**config.mk**
```make
export PLATFORM = sky130hd
export DESIGN_NAME = multicycle_sequencer
export DESIGN_NICKNAME = d
export VERILOG_FILES = /design/src/rtl/multicycle_sequencer.sv
export SDC_FILE = /design/constraint.sdc
export NUM_CORES = 1
export LEC_CHECK = 0
export BUFFER_PORTS_ARGS = -buffer_cell sky130_fd_sc_hd__buf_2
export CORE_MARGIN = 4
export CORE_UTILIZATION = 54
export DETAILED_ROUTE_END_ITERATION = 16
export PLACE_DENSITY = 0.79
export SETUP_SLACK_MARGIN = 0.05
export SLEW_MARGIN = 20
export SYNTH_ARGS = -nofsm -noshare
export SYNTH_HDL_FRONTEND = slang
export SYNTH_SLANG_ARGS = --single-unit
```
**constraint.sdc**
```tcl
create_clock -name clk -period 1.75 [get_ports clk]
set_input_delay 0.35 -clock clk [delete_from_list [all_inputs] [get_ports clk]]
set_output_delay 0.35 -clock clk [all_outputs]
set_load 0.03 [all_outputs]
```
**src/rtl/multicycle_sequencer.sv**
```systemverilog
// Multicycle op sequencer: counts a per-class latency from a small config table,
// then emits a one-cycle done pulse. Supports stall (freeze) and flush (squash).
module multicycle_sequencer #(
  parameter int CTR_W       = 4,
  parameter int DEFAULT_LAT = 3
) (
  input  logic             clk,
  input  logic             reset,
  input  logic             cfg_we,
  input  logic [1:0]       cfg_addr,
  input  logic [CTR_W-1:0] cfg_data,
  input  logic             issue_valid,
  input  logic [1:0]       issue_class,
  output logic             issue_ready,
  input  logic             flush,
  input  logic             stall,
  output logic             hold,
  output logic [CTR_W-1:0] cur_cnt,
  output logic             done,
  output logic [1:0]       done_class
);

  typedef enum logic [1:0] {
    IDLE  = 2'd0,
    COUNT = 2'd1,
    DONE  = 2'd2
  } state_t;

  state_t           state, state_nxt;
  logic [CTR_W-1:0] lat_tab [4];
  logic [CTR_W-1:0] count;
  logic [CTR_W-1:0] stop;
  logic [1:0]       cls;
  logic             accept;

  assign accept  = issue_valid && issue_ready;
  assign cur_cnt = count;

  always_ff @(posedge clk) begin
    if (reset) state <= IDLE;
    else       state <= state_nxt;
  end

  always_comb begin
    state_nxt = IDLE;
    case (state)
      IDLE:    state_nxt = accept ? COUNT : IDLE;
      COUNT: begin
        if (flush)              state_nxt = IDLE;
        else if (stall)         state_nxt = COUNT;
        else if (count == stop) state_nxt = DONE;
        else                    state_nxt = COUNT;
      end
      DONE:    state_nxt = IDLE;
      default: state_nxt = IDLE;
    endcase
  end

  always_comb begin
    issue_ready = (state == IDLE) && !flush;
    hold        = (state == COUNT);
    done        = (state == DONE) && !flush;
    done_class  = cls;
  end

  // Count never passes stop, so an all-ones latency cannot wrap.
  always_ff @(posedge clk) begin
    if (reset) begin
      count <= '0;
    end else begin
      case (state)
        IDLE:  if (accept) count <= '0;
        COUNT: begin
          if (flush)                      count <= '0;
          else if (!stall && count != stop) count <= count + CTR_W'(1);
        end
        DONE:    count <= '0;
        default: count <= '0;
      endcase
    end
  end

  // Stop and class are latched at acceptance so later table writes cannot
  // disturb the op in flight; the table read here sees the pre-write value.
  always_ff @(posedge clk) begin
    if (accept) begin
      stop <= lat_tab[issue_class];
      cls  <= issue_class;
    end
  end

  always_ff @(posedge clk) begin
    if (reset) begin
      for (int i = 0; i < 4; i++) lat_tab[i] <= CTR_W'(DEFAULT_LAT);
    end else if (cfg_we) begin
      lat_tab[cfg_addr] <= cfg_data;
    end
  end

endmodule
```
==> metrics.txt <==
post-synth top area share=50.24%; Pins Over Slew Limit=0; Final #Nets=142; vias in the first global route=886; cell row count=17; drt total wl=2.272 mm; Die H=57.35 µm; first-pass GRT wire length=3.912 mm; Fmax=0.6348 GHz; worst path cell trace=and2b_2, buf_2; final core occ=68.09%; worst endpoint required time=1.40 ns; DR pass1 iterations=4; # DRC=0; crit-path max cell delay=0.47 ns; Placer Congestion=0.8346; R2R Setup Slk=0.24 ns; CP startpoint kind=flop; Synth Area in Compound Gates=6.280%; period utilization=90.02%; Syn-to-layout area delta=16.75%; post-synthesis sequential area ratio=59.37%; Syn Nets=112; Final Setup Violations=0; Seq cells post-synth=28; DRT antenna net count=0; FFs w/ async S/R, synth=0%; crit path kind=flop to output pin; IO Pins=23; Power, Total=1.317 mW; Synth Flop Type=edfxtp_1; CTS tree=yes; share of cells above drive strength 1=34.13%; Via density=5.500; WL/cell=14.75 µm; initial antenna violation count=0; Max IR drop VDD=0.0006118 V; starting DRC count in detailed routing=31; largest net degree at the start of global routing=17; die area=0.003288 mm²; non-filler cells in the finished layout=154; diode count=0; worst hold margin=0.2378 ns; Detail Placement HPWL=1.795 mm; Max Cap Viol=0; Tightest Pin Transition=0.5419 ns; Hold Violations, Final=0; vias after detailed routing=847; mux cell area share after synthesis=6.851%; setup TNS=0 ns; CP Buf/Inv Count=1; Initial Utilization=58.32%; Inst Count DP=150; Hold Buf Count CTS=0; post-synth cell types=31; Mapped Area=0.001315 mm²; clk buf depth=2; grt total ovfl=0; RSZ-0062 raised after global routing=false; CTS clk-pin slew, worst paths=0.15 ns; outcome=finished clean; largest cells by area after synthesis=edfxtp_1 (50%), dfxtp_1 (9.1%), mux4_2 (6.9%); CTS root buf=clkbuf_4; crit path capture type=output pin; Num CTS Buffers=3; Adder-Cell Fraction of Synth Area=0.9515%; Clock Skews=0.002665 ns; Syn Inst Count=97; pwr dens=858.2 mW/mm²; Simple-Gate Fraction of Synth Area=23.03%; # Post-CTS Setup Buffers=0; largest area contributor in the netlist=edfxtp_1; Post-synth EDFFs=22; Die W=57.35 µm; htree depth=1; CORE AREA=0.002255 mm²; cts repair resizes=0; I/O Buffers=22; Slowest-stage cell, CP=dfxtp_1; Tmin final=1.575 ns; Crit path max-delay family=flip-flops; Rel. slew slack=63.54%; xor/xnor share of the synthesized area=2.664%; Tot GR Track Use=15.60%; syn_area_per_cell=13.56 µm²; Arr. time, crit path=1.23 ns; worst hold path type=input pin to flop; CTS sink count=28; largest fanout on the critical path=7; Leakage=0.5875 nW; largest family of logic cells by synthesized area=simple AND/OR/NAND/NOR gates; yosys warns=0; latest clock arrival within the worst-skew pair=0.33 ns
-- area by class of cell --
cell class | instances | area [µm²]
sequential | 28 | 780.7
fill | 160 | 719.4
multi-input combinational | 67 | 523.0
timing repair buffer | 26 | 140.1
tap | 28 | 35.03
clock inverter | 1 | 30.03
clock buffer | 3 | 22.52
inverter | 1 | 3.754
-- cells in the mapped netlist (2+ instances only) --
cell type and number:
edfxtp_1 22, nand2b_1 9, and2_1 8, dfxtp_1 6, mux4_2 4, nand2_1 4, xnor2_1 4, a21oi_1 3
nand3b_1 3, nor2_1 3, nor3_1 3, nor3b_1 3, or2_2 3, a211o_1 2, and2b_2 2, nor2b_1 2
o21ai_0 2
-- power breakdown --
group	total (mW)	internal [mW]	switching (mW)
Clock	0.420	0.232	0.188
Sequential	0.772	0.758	0.0133
Combinational	0.126	0.0591	0.0664
Total	1.32	1.05	0.268
-- worst reg2reg max path: cells and delay by family (launching register included) --
kind / cells / cell delay (ns)
XOR/XNOR: 1 / 0.19
AO/OA/AOI/OAI: 2 / 0.52
AND/OR/NAND/NOR: 1 / 0.24
flip-flops: 1 / 0.47
-- metal layers --
metal  GRT usage, %  vias up  wire length [µm]
met5              0        -                 0
met4          8.940        0                46
met3          3.394        6               102
met2          27.42       24              1274
met1          17.19      392               848
li1               -      425                 -
-- sequential cells by signal (all words and copies together) (netlist names) --
name	count
lat_tab	16
cur_cnt	4
stop	4
done_class	2
state	2
-- cells by family after synthesis --
kind of cell,count (synthesis)
and+or+nand+nor,47
DFF,28
AOI/OAI and AO/OA,11
xor gates and xnor gates,4
muxes,4
buffers and inverters,2
adders and majority gates,1
-- placed cells by master, fill, tap and decap left out, types with 2 or more instances in the layout --
cell type and n:
mux4_2 4, nand3b_1 3, buf_2 22, or2_2 3
o21ai_0 2, nor2_1 3, nand2_1 4, nand2b_1 9
edfxtp_1 22, and2b_2 2, dfxtp_1 6, a211o_1 2
clkbuf_4 3, nor2b_1 2, xnor2_1 4, nor3b_1 3
and2_1 8, buf_4 4, nor3_1 3, a21oi_1 3
-- through the flow --
step                setup slack [ns]  instance area (µm²)
floorplan                     0.2233                 1315
global placement              0.3040                 1483
detailed placement            0.2765                 1483
CTS                           0.1702                 1535
global route                 0.08216                 1535
finish                        0.1747                 1535
-- path summary, 6_finish.rpt --
kind,from,to,depth (start not counted)
max,state[1]$_SDFF_PP0_,hold,2
min,stall,state[1]$_SDFF_PP0_,2
max reg2reg,cur_cnt[0]$_SDFFE_PP0P_,cur_cnt[2]$_SDFFE_PP0P_,4
min reg2reg,cur_cnt[0]$_SDFFE_PP0P_,cur_cnt[0]$_SDFFE_PP0P_,2
Note: power is estimated with default switching activity, not from simulation.
